## src/rtl/demux32_1_2_buf_if.sv

```systemverilog
// Stream bundle for the buffered 1-to-2 demux: one valid/ready input with a
// destination select, two valid/ready output ports and their delivery counters.
interface demux32_1_2_buf_if #(
    parameter int unsigned WIDTH = 32,
    parameter int unsigned CNT_W = 16
) ();

    logic             in_valid;
    logic             in_ready;
    logic [WIDTH-1:0] in_data;
    logic             in_sel;

    logic             a_valid;
    logic             a_ready;
    logic [WIDTH-1:0] a_data;
    logic [CNT_W-1:0] a_count;

    logic             b_valid;
    logic             b_ready;
    logic [WIDTH-1:0] b_data;
    logic [CNT_W-1:0] b_count;

    // Producer / consumer side: drives the input stream and both readies.
    modport master (
        output in_valid, in_data, in_sel, a_ready, b_ready,
        input  in_ready, a_valid, a_data, a_count, b_valid, b_data, b_count
    );

    // Demux side.
    modport slave (
        input  in_valid, in_data, in_sel, a_ready, b_ready,
        output in_ready, a_valid, a_data, a_count, b_valid, b_data, b_count
    );

endinterface

```

## src/rtl/demux32_1_2_buf.sv

```systemverilog
// Buffered 1-to-2 stream demux: each accepted word is steered by in_sel into
// one of two 2-entry FIFOs, each drained through its own valid/ready port.
module demux32_1_2_buf #(
    parameter int unsigned WIDTH = 32,
    parameter int unsigned CNT_W = 16
) (
    input  logic             clk,
    input  logic             rst_n,
    demux32_1_2_buf_if.slave bus
);

    localparam int unsigned OCC_W    = 2;
    localparam int unsigned DEPTH    = 2;
    localparam logic [OCC_W-1:0] OCC_FULL = OCC_W'(DEPTH);

    // FIFO A state
    logic [WIDTH-1:0] mem_a_q [DEPTH];
    logic [WIDTH-1:0] mem_a_d [DEPTH];
    logic             wr_ptr_a_q, wr_ptr_a_d;
    logic             rd_ptr_a_q, rd_ptr_a_d;
    logic [OCC_W-1:0] occ_a_q, occ_a_d;
    logic [CNT_W-1:0] cnt_a_q, cnt_a_d;

    // FIFO B state
    logic [WIDTH-1:0] mem_b_q [DEPTH];
    logic [WIDTH-1:0] mem_b_d [DEPTH];
    logic             wr_ptr_b_q, wr_ptr_b_d;
    logic             rd_ptr_b_q, rd_ptr_b_d;
    logic [OCC_W-1:0] occ_b_q, occ_b_d;
    logic [CNT_W-1:0] cnt_b_q, cnt_b_d;

    logic in_ready_c;
    logic push_a_c, push_b_c;
    logic pop_a_c,  pop_b_c;

    // Ready looks only at the selected FIFO's registered fill level, so a pop
    // in the same cycle never frees space for a push.
    always_comb begin
        in_ready_c = bus.in_sel ? (occ_b_q != OCC_FULL) : (occ_a_q != OCC_FULL);
        push_a_c   = bus.in_valid & in_ready_c & ~bus.in_sel;
        push_b_c   = bus.in_valid & in_ready_c &  bus.in_sel;
        pop_a_c    = (occ_a_q != '0) & bus.a_ready;
        pop_b_c    = (occ_b_q != '0) & bus.b_ready;
    end

    // FIFO A next state
    always_comb begin
        mem_a_d    = mem_a_q;
        wr_ptr_a_d = wr_ptr_a_q;
        rd_ptr_a_d = rd_ptr_a_q;
        occ_a_d    = occ_a_q;
        cnt_a_d    = cnt_a_q;
        if (push_a_c) begin
            mem_a_d[wr_ptr_a_q] = bus.in_data;
            wr_ptr_a_d          = ~wr_ptr_a_q;
        end
        if (pop_a_c) begin
            rd_ptr_a_d = ~rd_ptr_a_q;
            cnt_a_d    = cnt_a_q + CNT_W'(1);
        end
        if (push_a_c && !pop_a_c) begin
            occ_a_d = occ_a_q + OCC_W'(1);
        end else if (!push_a_c && pop_a_c) begin
            occ_a_d = occ_a_q - OCC_W'(1);
        end
    end

    // FIFO B next state
    always_comb begin
        mem_b_d    = mem_b_q;
        wr_ptr_b_d = wr_ptr_b_q;
        rd_ptr_b_d = rd_ptr_b_q;
        occ_b_d    = occ_b_q;
        cnt_b_d    = cnt_b_q;
        if (push_b_c) begin
            mem_b_d[wr_ptr_b_q] = bus.in_data;
            wr_ptr_b_d          = ~wr_ptr_b_q;
        end
        if (pop_b_c) begin
            rd_ptr_b_d = ~rd_ptr_b_q;
            cnt_b_d    = cnt_b_q + CNT_W'(1);
        end
        if (push_b_c && !pop_b_c) begin
            occ_b_d = occ_b_q + OCC_W'(1);
        end else if (!push_b_c && pop_b_c) begin
            occ_b_d = occ_b_q - OCC_W'(1);
        end
    end

    // Control state: cleared asynchronously, discarding anything in flight.
    always_ff @(posedge clk or negedge rst_n) begin
        if (!rst_n) begin
            wr_ptr_a_q <= 1'b0;
            rd_ptr_a_q <= 1'b0;
            occ_a_q    <= '0;
            cnt_a_q    <= '0;
            wr_ptr_b_q <= 1'b0;
            rd_ptr_b_q <= 1'b0;
            occ_b_q    <= '0;
            cnt_b_q    <= '0;
        end else begin
            wr_ptr_a_q <= wr_ptr_a_d;
            rd_ptr_a_q <= rd_ptr_a_d;
            occ_a_q    <= occ_a_d;
            cnt_a_q    <= cnt_a_d;
            wr_ptr_b_q <= wr_ptr_b_d;
            rd_ptr_b_q <= rd_ptr_b_d;
            occ_b_q    <= occ_b_d;
            cnt_b_q    <= cnt_b_d;
        end
    end

    // Storage carries no reset; it is only observed when the matching valid is set.
    always_ff @(posedge clk) begin
        mem_a_q <= mem_a_d;
        mem_b_q <= mem_b_d;
    end

    assign bus.in_ready = in_ready_c;
    assign bus.a_valid  = (occ_a_q != '0);
    assign bus.a_data   = mem_a_q[rd_ptr_a_q];
    assign bus.a_count  = cnt_a_q;
    assign bus.b_valid  = (occ_b_q != '0);
    assign bus.b_data   = mem_b_q[rd_ptr_b_q];
    assign bus.b_count  = cnt_b_q;

endmodule

```

## src/flat_wrapper.sv

```systemverilog
// flat-port wrapper written by rule: the top's interface ports become plain ports
module demux32_1_2_buf_flat 
#(
    parameter int unsigned WIDTH = 32,
    parameter int unsigned CNT_W = 16
)
  (clk, rst_n, bus_in_valid, bus_in_data, bus_in_sel, bus_a_ready, bus_b_ready, bus_in_ready, bus_a_valid, bus_a_data, bus_a_count, bus_b_valid, bus_b_data, bus_b_count);
  demux32_1_2_buf_if #(.WIDTH(WIDTH), .CNT_W(CNT_W)) bus_i ();
  input  logic clk;
  input  logic rst_n;
  input wire logic [$bits(bus_i.in_valid)-1:0] bus_in_valid;
  input wire logic [$bits(bus_i.in_data)-1:0] bus_in_data;
  input wire logic [$bits(bus_i.in_sel)-1:0] bus_in_sel;
  input wire logic [$bits(bus_i.a_ready)-1:0] bus_a_ready;
  input wire logic [$bits(bus_i.b_ready)-1:0] bus_b_ready;
  output wire logic [$bits(bus_i.in_ready)-1:0] bus_in_ready;
  output wire logic [$bits(bus_i.a_valid)-1:0] bus_a_valid;
  output wire logic [$bits(bus_i.a_data)-1:0] bus_a_data;
  output wire logic [$bits(bus_i.a_count)-1:0] bus_a_count;
  output wire logic [$bits(bus_i.b_valid)-1:0] bus_b_valid;
  output wire logic [$bits(bus_i.b_data)-1:0] bus_b_data;
  output wire logic [$bits(bus_i.b_count)-1:0] bus_b_count;
  assign bus_i.in_valid = bus_in_valid;
  assign bus_i.in_data = bus_in_data;
  assign bus_i.in_sel = bus_in_sel;
  assign bus_i.a_ready = bus_a_ready;
  assign bus_i.b_ready = bus_b_ready;
  assign bus_in_ready = bus_i.in_ready;
  assign bus_a_valid = bus_i.a_valid;
  assign bus_a_data = bus_i.a_data;
  assign bus_a_count = bus_i.a_count;
  assign bus_b_valid = bus_i.b_valid;
  assign bus_b_data = bus_i.b_data;
  assign bus_b_count = bus_i.b_count;
  demux32_1_2_buf #(.WIDTH(WIDTH), .CNT_W(CNT_W)) u_core (.clk(clk), .rst_n(rst_n), .bus(bus_i));
endmodule
```

## config.mk

```make
export PLATFORM = sky130hd
export DESIGN_NAME = demux32_1_2_buf_flat
export DESIGN_NICKNAME = d
export VERILOG_FILES = /design/src/rtl/demux32_1_2_buf_if.sv /design/src/rtl/demux32_1_2_buf.sv /design/src/flat_wrapper.sv
export SDC_FILE = /design/constraint.sdc
export NUM_CORES = 1
export LEC_CHECK = 0
export BUFFER_PORTS_ARGS = -buffer_cell sky130_fd_sc_hd__clkbuf_2
export CORE_MARGIN = 2
export CORE_UTILIZATION = 58
export CTS_CLUSTER_DIAMETER = 80
export DETAILED_ROUTE_END_ITERATION = 6
export GPL_ROUTABILITY_DRIVEN = 0
export HOLD_SLACK_MARGIN = 0.02
export PLACE_DENSITY = 0.86
export RECOVER_POWER = 25
export SLEW_MARGIN = 30
export SYNTH_ARGS = -nofsm -noshare
export SYNTH_HDL_FRONTEND = slang
export SYNTH_SLANG_ARGS = --single-unit
```

## constraint.sdc

```tcl
create_clock -name clk -period 8 [get_ports clk]
set_input_delay 1.6 -clock clk [delete_from_list [all_inputs] [get_ports clk]]
set_output_delay 1.6 -clock clk [all_outputs]
set_load 0.05 [all_outputs]
```

* After elaboration in Yosys (flattened, before gate mapping)
Cells that the tools add are included.
Storage, ports and cells: register bits 168, logic and storage cells 71, output and inout port bits 99
Operators by class: muxes and demuxes 17, bitwise logic cells 14, reduce and logical (&&, ||, !) cells 14, add/sub/neg operators 6, order comparisons 6, eq/ne operators 2
Operators with widths (number):
- 2-to-1 mux 32 bit | 8
- bitwise mux 64 bit | 2
- demux 32 bit (select 1 bit) | 2
- adder 16 x 1 -> 16 bit (second input constant) | 2
- >= comparator 2 bit (second input constant) | 4
- 2-to-1 mux 2 bit | 4
- inverter 1 -> 2 bit | 4
- nonzero test 2 bit | 4
- logical AND 1 bit | 6
- AND 1 bit | 5
- inverter 1 bit | 5
- adder 2 x 1 -> 2 bit (second input constant) | 2
- zero test 1 bit | 4
- less-than comparator 2 x 1 -> 1 bit (second input constant) | 2
- != test 2 bit (second input constant) | 2
- subtractor 2 x 1 -> 2 bit (second input constant) | 2
- 2-to-1 mux 1 bit | 1

* Depth between registers and ports, before layout
Gate-level depths: netlist (run 1).
depth in word-level cells 8, depth in mapped cells 7, gate-level depth less buffers 7

* Worst setup path after synthesis (run 1)
OpenSTA, ideal clock, no wires.
kind input to register, start point input port bus_in_valid, end point register u_core.mem_b_q[32] in the netlist's numbering (enable), setup time 425 ps, arrival 3280 ps, stages 2, path buffers 0, setup slack 4295 ps, cells stage by stage and3_1 nor2b_1
On the way: cells in the longest elaborated chain, start to end 2
Ends and longest elaborated chain:
- start: declaration | RTL line flat_wrapper.sv:11 | input wire logic [$bits(bus_i.in_valid)-1:0] bus_in_valid;
- AND 1 bit (2 in series) | RTL line demux32_1_2_buf.sv:41 | push_b_c = bus.in_valid & in_ready_c & bus.in_sel;
- end signal: assignment | RTL line demux32_1_2_buf.sv:116 | mem_b_q <= mem_b_d;
- end: declaration | RTL line demux32_1_2_buf.sv:25 | logic [WIDTH-1:0] mem_b_q [DEPTH];
No other way between the ends. A chain may end at the register's enable or synchronous reset.

* Final worst setup path (run 1)
start point register u_core.rd_ptr_b_q, end point output port bus_b_data[13]
On the way: cells in the longest elaborated chain, start to end 4
Ends and longest elaborated chain:
- start: declaration | RTL line demux32_1_2_buf.sv:28 | logic rd_ptr_b_q, rd_ptr_b_d;
- start signal: assignment | RTL line demux32_1_2_buf.sv:107 | rd_ptr_b_q <= rd_ptr_b_d;
- inverter 1 -> 2 bit (not written as such) | RTL line demux32_1_2_buf.sv:124 | assign bus.b_data = mem_b_q[rd_ptr_b_q];
- 2-to-1 mux 32 bit (not written as such) (3 in series) | RTL line demux32_1_2_buf.sv:124
- end: declaration | RTL line flat_wrapper.sv:21 | output wire logic [$bits(bus_i.b_data)-1:0] bus_b_data;
No other way between the ends. The select of a mux whose other input is x is not followed.

==> impl_metrics.csv, run 1 <==
group,metric,value,unit
clock_network,numCtsBuffers,17,
hold_path,hold_end,"u_core.bus.b_count[15]",
worst_setup_path,critPathKind,"flip-flop to primary output",
placed_design,dp_hpwl,7510,um
synth,yosys.area_share.adder,0.780,%
worst_setup_path,crit_slowest_cell,"dfrtp_1",
clock_network,cts_hold_buf,0,
worst_setup_path,critPathBufInv,2,
flow_run,cap_violations,0,
global_route,overflow,0,
placed_design,port-buffer-count,136,
global_route,met2_usage,33.1,%
timing,tns,0,ns
timing,drv_slew,0,
routing,vias_per_cell,5.22,
clock_network,clkLatencyLatePin,0.51,ns
synth,yosysSeqAreaShare,75.5,%
timing,relSlewSlack,40.6,%
die,fp.dieH,109,um
routing,postRouteAntennaNets,0,
synth,synth_top_area_share,59.9,%
clock_network,cts_resized,0,
die,io_pins,137,
pwr,leakage,3.09,nW
cells_and_area,drive_gt1_share,42.5,%
status,status,"completed",
worst_setup_path,r2r_start,"u_core.occ_a_q[0]",
synth,synth-compound-area-share,0,%
clock_network,clockBufferDepth,2,
synth,yosysUniqueCellTypes,27,
timing,hold_viol,0,
routing,drt_pass1_iterations,4,
die,die_area,11900,um2
cells_and_area,stdcell_area,7820,um2
worst_setup_path,slowest_delay,0.68,ns
timing,skew,0.00822,ns
timing,fin_crit_sh,48.5,%
clock_network,cts_num_sinks,168,
worst_setup_path,crit_cells,3,
hold_path,worstHoldStart,"u_core.bus.b_count[15]",
synth,syn_nets,396,
worst_setup_path,r2r_slack,6.00,ns
clock_network,clk_pin_slew_worst_paths,0.06,ns
die,die_w,109,um
synth,muxShareOfSynthArea,11.4,%
routing,drcViolationCount,0,
synth,synth_xor_area_share,5.46,%
worst_setup_path,cp_cell_sequence,"buf_4 > mux2_2 > clkbuf_2",
synth,synthCells,354,
routing,wirelength,11700,um
routing,first_iter_violations,143,
clock_network,cts_tree,"built",
synth,synth_seq_cells,168,
global_route,grt_max_degree,41,
worst_setup_path,crit_fanout,22,
global_route,grt_use_met1,26.9,%
synth,synth_top_family_by_area,"multiplexers",
routing,drt-wirelength-per-cell,17.7,um
cells_and_area,most-common-layout-cells,"edfxtp_1 (128), clkbuf_2 (108), mux2_2 (65)",
cells_and_area,fillers,715,
timing,min_period,3.88,ns
clock_network,cts_root_buf,"clkbuf_8",
worst_setup_path,crit_required,6.40,ns
synth,synth_area_leaders,"edfxtp_1 (60%), dfrtp_1 (16%), mux2_2 (11%)",
worst_setup_path,timing.rr.end,"u_core.mem_a_q[17]",
worst_setup_path,end_kind,"primary output",
die,row_count,38,
die,start_util,59.2,%
global_route,antenna_found_initial,0,
synth,syn-cell-area,6420,um2
hold_path,holdCritPathClass,"flip-flop to flip-flop",
cells_and_area,area_growth_syn_to_layout,21.9,%
cells_and_area,n_antenna_cell,0,
worst_setup_path,worst_r2r_path_depth,4,
pwr,irDropWorstVdd,256,uV
die,core,10800,um2
global_route,grt.busiest_layer,"met2",
synth,post_synth.cell_area_avg,18.1,um2
worst_setup_path,cp_top_family,"flip-flops",
global_route,grt_pass1_vias,3461,
cells_and_area,nets,547,
routing,vias,3437,
worst_setup_path,startpoint_type,"flip-flop",
worst_setup_path,worstPathArrival,2.28,ns
timing,max_freq,258,MHz
global_route,use_met3,6.46,%
timing,worstMarginPinSlew,0.892,ns
synth,yosys.area_share.simple,5.98,%
pwr,power.density_cell_area,391,nW/um2
clock_network,htree_levels,4,
timing,rsz0062_at_grt,"no",
global_route,grt_pass1_wl,17700,um
global_route,track_usage,20.4,%
synth,yosys.area.top_type,"edfxtp_1",
clock_network,post_cts_buffers,0,
synth,yosys_warnings,0,
placed_design,place_area,7320,um2
timing,setup-violations-final,0,
hold_path,worstHoldPathCells,1,
cells_and_area,layout_commonest_cell,"edfxtp_1",
## per-layer routing
metal / part of all wire (%) / vias up / wire [um]
met5: 0 / - / 0
met1: 42 / 1688 / 4940
met4: 0.75 / 0 / 88
li1: - / 1621 / -
met2: 50 / 119 / 5820
met3: 7.0 / 9 / 817
## metrics by stage
step	utilization (%)	setup WS [ns]	std cells	power, mW	hold slack, ns
2_1_floorplan	-	4.30	354	2.09	0.455
3_3_place_gp	67.1	4.15	624	2.33	0.465
3_5_place_dp	67.6	4.14	626	2.36	0.470
4_1_cts	72.4	4.06	658	3.09	0.484
5_1_grt	72.1	3.99	658	3.19	0.501
6_report	72.1	4.12	658	3.06	0.479
## cell families after synthesis
group | after synthesis
AND/OR/NAND/NOR | 65
buffers and inverters | 12
XOR/XNOR | 40
flip-flops | 168
adder cells (fa/ha/maj) | 4
multiplexers | 65
## worst max path at each step
stage	slack, ns	startpoint	to
after floorplan	4.30	bus_in_valid	u_core.mem_b_q[32]
after global placement	4.15	bus_in_sel	bus_in_ready
after detailed placement	4.14	bus_in_sel	bus_in_ready
after CTS	4.06	u_core.rd_ptr_b_q	bus_b_data[1]
after global routing	3.99	u_core.rd_ptr_b_q	bus_b_data[6]
final	4.12	u_core.rd_ptr_b_q	bus_b_data[13]
## registers in the layout (all words and copies together) (netlist names)
register	count
u_core.bus.a_count	16
u_core.bus.b_count	16
u_core.mem_a_q	64
u_core.mem_b_q	64
u_core.occ_a_q	2
u_core.occ_b_q	2
u_core.rd_ptr_a_q	1
u_core.rd_ptr_b_q	1
u_core.wr_ptr_a_q	1
u_core.wr_ptr_b_q	1
## where the power goes
part / total (mW) / switching, mW / leakage, nW / internal (mW)
registers: 1.19 / 0.0989 / 1.69 / 1.09
clock network: 0.722 / 0.313 / 0.251 / 0.409
logic: 1.15 / 0.828 / 1.15 / 0.322
total: 3.06 / 1.24 / 3.09 / 1.82
## synthesized netlist by cell type, drive strengths merged
cell type,number
nor2,8
mux2,65
or2,4
nand3,11
nor3,3
nand3b,1
edfxtp,128
nand4,6
buf,6
and3,6
dfrtp,40
and4,1
ha,4
inv,4
nor2b,1
clkbuf,2
and2,4
xnor2,26
xor2,14
nand2b,2
nand2,16
nor4,2
## worst register-to-register path, delay by kind of cell, from the launching register on
kind	cells	cell delay, ns
flip-flops	1	0.41
AND/OR/NAND/NOR	3	1.08
buffers and inverters	1	0.13
## area by class of cell
type | count | area (um2) | share of cell area, %
flip-flops and latches | 168 | 4840 | 61.9
inverters | 4 | 20.0 | 0.256
repair buffers | 140 | 719 | 9.20
multi-input cells | 174 | 1530 | 19.6
well taps | 140 | 175 | 2.24
clock buffers | 19 | 422 | 5.39
clock inverters | 13 | 106 | 1.36
No activity file was read; power rests on OpenSTA's default activity.
==> run 2: changes to the inputs <==
- CORE_UTILIZATION: 58 -> 54
- PLACE_DENSITY: 0.86 -> 0.81
- clock period: 8 -> 4 ns (I/O delays scaled with it)
==> run 2 against run 1 <==
The flow now finishes with violations (design-rule violations). Global-route usage down 0.84 points. Critical path type unchanged. Clock power up 130%. Worst hold slack worse by 0.095 ns. Sequential power up 100%. Critical path depth unchanged. Worst setup slack worse by 3.1 ns. Register-to-register slack worse by 3.9 ns. Via count up 2.0%.
==> impl_metrics.csv, run 2 (synthesized netlist as in run 1, its figures left out) <==
group,metric,value,unit
timing,skew,0.00786,ns
timing,max_freq,341,MHz
pwr,p_sw,2.50,mW
timing,rsz0062_at_grt,"no",
pwr,p_int,3.88,mW
pwr,power.density_cell_area,804,nW/um2
worst_setup_path,crit_fanout,23,
timing,final.setup.worst_slack,1.07,ns
clock_network,htree_levels,4,
die,die_area,12800,um2
die,io_pins,137,
cells_and_area,area_growth_syn_to_layout,23.6,%
clock_network,post_cts_buffers,0,
routing,vias_per_cell,5.30,
pwr,swShare,39.2,%
timing,tns,0,ns
timing,worstMarginPinSlew,0.844,ns
clock_network,cts_tree,"built",
timing,relSlewSlack,43.7,%
worst_setup_path,critPathKind,"flip-flop to primary output",
die,die_w,113,um
clock_network,cts_num_sinks,168,
routing,postRouteAntennaNets,0,
timing,setup-violations-final,0,
routing,drt_pass1_iterations,7,
pwr,leakage,3.13,nW
flow_run,cap_violations,0,
timing,min_period,2.93,ns
pwr,p_total,6.38,mW
cells_and_area,top_regs,"u_core.mem_a_q x64, u_core.mem_b_q x64",
cells_and_area,layout_commonest_cell,"edfxtp_1",
routing,drcViolationCount,13,
pwr,p_clk_share,26.5,%
worst_setup_path,worst_r2r_path_depth,4,
global_route,grt_pass1_wl,18700,um
global_route,overflow,0,
status,violations,"design-rule violations",
cells_and_area,most-common-layout-cells,"edfxtp_1 (128), clkbuf_2 (108), mux2_2 (65)",
cells_and_area,drive_gt1_share,43.2,%
global_route,grt_pass1_vias,3643,
worst_setup_path,timing.rr.end,"u_core.mem_a_q[6]",
routing,drt-wirelength-per-cell,17.7,um
die,core,11500,um2
placed_design,post-place-ws,1.46,ns
clock_network,clk_pin_slew_worst_paths,0.06,ns
clock_network,clkLatencyLatePin,0.42,ns
hold_path,holdCritPathClass,"input port to asynchronous set/reset pin",
worst_setup_path,crit_required,3.20,ns
worst_setup_path,startpoint_type,"flip-flop",
die,fp.dieH,113,um
status,status,"finished with violations",
cells_and_area,instances_no_fill,661,
global_route,grt_max_degree,41,
pwr,irDropWorstVdd,387,uV
die,start_util,55.7,%
global_route,track_usage,19.5,%
clock_network,numCtsBuffers,17,
worst_setup_path,r2r_start,"u_core.occ_a_q[0]",
timing,fin_crit_sh,73.3,%
cells_and_area,nets,547,
routing,first_iter_violations,145,
worst_setup_path,end_kind,"primary output",
timing,hold_viol,0,
clock_network,cts_hold_buf,0,
routing,wirelength,11700,um
global_route,antenna_found_initial,0,
placed_design,dp_hpwl,7720,um
pwr,comb_power_share,36.1,%
placed_design,port-buffer-count,136,
timing,hold-worst-slack,0.385,ns
placed_design,dp.cells,628,
cells_and_area,n_antenna_cell,0,
pwr,seq_power_share,37.4,%
cells_and_area,utilization,68.9,%
clock_network,clockBufferDepth,2,
routing,vias,3506,
placed_design,place_area,7320,um2
clock_network,cts_resized,0,
worst_setup_path,r2r_slack,2.06,ns
clock_network,cts_root_buf,"clkbuf_16",
die,row_count,39,
timing,drv_slew,0,
cells_and_area,stdcell_area,7940,um2
worst_setup_path,worstPathArrival,2.13,ns
[run 2: worst max-delay path by stage]
stage                           start            endpoint  slack, ns
finish              u_core.rd_ptr_a_q      bus_a_data[23]       1.07
global route        u_core.rd_ptr_a_q      bus_a_data[10]       0.95
CTS                 u_core.rd_ptr_a_q      bus_a_data[10]       1.01
detailed placement  u_core.rd_ptr_a_q      bus_a_data[10]       1.46
global placement    u_core.rd_ptr_a_q      bus_a_data[10]       1.50
floorplan                bus_in_valid  u_core.mem_b_q[32]       1.10
[run 2: critical path, stage by stage (launching register included)]
cell,delay (ns)
dfrtp_1,0.63
buf_4,0.42
mux2_2,0.41
clkbuf_2,0.24
[run 2: area by class of cell]
type	instances	area, um2
tap	143	179
clock buffer	17	425
clock inverter	15	200
sequential	168	4840
timing repair buffer	140	732
multi-input combinational	174	1530
fill	770	3580
inverter	4	20.0
[run 2: routing by layer]
metal	up-vias	part of all wire, %	track usage (%)
met2	137	49	31.1
met4	0	0.46	6.26
met5	-	0	0
met3	6	7.8	7.07
met1	1743	43	25.3
li1	1620	-	-
[run 2: power by group through the flow]
stage,clock network [mW],registers (mW),logic (mW)
3_5_place_dp,0,2.42,2.32
2_1_floorplan,0,2.54,1.65
4_1_cts,1.73,2.39,2.32
5_1_grt,1.79,2.42,2.42
3_3_place_gp,0,2.40,2.27
6_report,1.69,2.39,2.30
==> run 3: changes to the inputs <==
- clock period: 4 -> 3 ns (I/O delays scaled with it)
==> run 3 against run 2 <==
The run still ends with design-rule violations left. Register-to-register slack worse by 1.1 ns. Global-route usage down 0.67 points. Clock skew down 0.00079 ns. Die area unchanged. Final area down 1.4%. Critical path depth unchanged. Critical endpoint is now bus_a_data[22].
==> impl_metrics.csv, run 3 (synthesized netlist as in run 1, its figures left out) <==
group,metric,value,unit
status,status,"finished with violations",
status,violations,"design-rule violations",
worst_setup_path,critPathKind,"flip-flop to primary output",
die,start_util,55.7,%
cells_and_area,fillers,808,
cells_and_area,top_regs,"u_core.mem_a_q x64, u_core.mem_b_q x64",
die,io_pins,137,
clock_network,cts_resized,0,
pwr,swShare,39.6,%
worst_setup_path,end_kind,"primary output",
worst_setup_path,worstPathArrival,1.88,ns
timing,relSlewSlack,44.0,%
clock_network,cts_hold_buf,0,
pwr,leakage,3.10,nW
routing,vias_per_cell,5.32,
pwr,p_clk_share,24.6,%
die,die_area,12800,um2
worst_setup_path,crit_fanout,27,
placed_design,dp.cells,629,
clock_network,numCtsBuffers,17,
timing,tns,0,ns
cells_and_area,layout_commonest_cell,"edfxtp_1",
timing,fin_crit_sh,82.7,%
timing,skew,0.00707,ns
routing,drt-wirelength-per-cell,17.7,um
worst_setup_path,crit_required,2.40,ns
die,core,11500,um2
global_route,antenna_found_initial,0,
timing,hold-worst-slack,0.153,ns
global_route,grt_pass1_vias,3482,
clock_network,cts_tree,"built",
routing,wirelength,11700,um
cells_and_area,drive_gt1_share,41.7,%
global_route,grt_max_degree,41,
die,fp.dieH,113,um
routing,first_iter_violations,167,
clock_network,htree_levels,4,
pwr,irDropWorstVdd,607,uV
global_route,track_usage,18.9,%
cells_and_area,nets,547,
routing,vias,3519,
worst_setup_path,startpoint_type,"flip-flop",
routing,drt_pass1_iterations,6,
clock_network,clkLatencyLatePin,0.42,ns
pwr,comb_power_share,37.5,%
routing,postRouteAntennaNets,0,
timing,min_period,2.48,ns
clock_network,cts_num_sinks,168,
clock_network,clockBufferDepth,2,
die,row_count,39,
timing,worstMarginPinSlew,0.840,ns
global_route,overflow,0,
placed_design,port-buffer-count,136,
clock_network,post_cts_buffers,0,
pwr,p_sw,3.27,mW
pwr,power.density_cell_area,1060,nW/um2
pwr,seq_power_share,38.0,%
die,die_w,113,um
cells_and_area,instances_no_fill,661,
timing,max_freq,403,MHz
routing,drcViolationCount,13,
timing,setup-violations-final,0,
flow_run,cap_violations,0,
clock_network,cts_root_buf,"clkbuf_16",
timing,rsz0062_at_grt,"no",
pwr,p_int,4.99,mW
global_route,grt_pass1_wl,17800,um
cells_and_area,area_growth_syn_to_layout,21.9,%
timing,hold_viol,0,
timing,drv_slew,0,
placed_design,dp_hpwl,7570,um
hold_path,holdCritPathClass,"input port to asynchronous set/reset pin",
clock_network,clk_pin_slew_worst_paths,0.06,ns
cells_and_area,most-common-layout-cells,"edfxtp_1 (128), clkbuf_2 (108), mux2_2 (65)",
cells_and_area,n_antenna_cell,0,
==> run 3: critical path, cell delays in order (launching register included) <==
cell	delay [ns]
dfrtp_1	0.57
buf_12	0.26
mux2_2	0.37
clkbuf_2	0.24
==> run 3: per-stage QoR <==
stage	util (%)	power, mW	worst slack (ns)	instance area (um2)
after global placement	63.4	6.24	0.822	7300
after detailed placement	63.4	6.30	0.797	7300
after global routing	67.9	8.58	0.458	7820
final	67.9	8.26	0.518	7820
after CTS	68.2	8.33	0.493	7850
after floorplan	-	5.58	0.295	6420
==> run 3: metal layers <==
layer | routed length, um | vias to the layer above | GRT usage, %
met5 | 0 | - | 0
met4 | 159 | 0 | 7.40
met3 | 912 | 12 | 6.48
met2 | 5710 | 138 | 30.0
met1 | 4940 | 1758 | 24.1
li1 | - | 1611 | -
==> run 3: cell type report <==
type	instances	area [um2]	share of cell area (%)
tap	143	179	2.29
clock inverter	3	40.0	0.512
multi-input combinational	174	1530	19.6
inverter	4	20.0	0.256
clock buffer	29	512	6.54
timing repair buffer	140	692	8.85
sequential	168	4840	61.9
==> run 3: worst paths after layout <==
path | cells past startpoint | from | slack (ns) | end
min in group clk | 1 | bus_in_data[20] | 0.42 | u_core.mem_a_q[52]
hold reg to reg | 1 | u_core.bus.a_count[15] | 0.47 | u_core.bus.a_count[15]
setup / recovery | 3 | u_core.rd_ptr_a_q | 0.52 | bus_a_data[22]
hold / removal | 1 | rst_n | 0.15 | u_core.bus.b_count[9]
setup reg to reg | 4 | u_core.occ_a_q[0] | 1.01 | u_core.mem_a_q[18]
max in group asynchronous | 1 | rst_n | 2.51 | u_core.rd_ptr_b_q
==> run 3: power groups by stage <==
stage / clock network, mW / registers, mW / logic [mW]
after global routing: 2.16 / 3.18 / 3.24
after floorplan: 0 / 3.38 / 2.20
after detailed placement: 0 / 3.18 / 3.12
after global placement: 0 / 3.15 / 3.10
final: 2.03 / 3.14 / 3.09
after CTS: 2.06 / 3.14 / 3.13
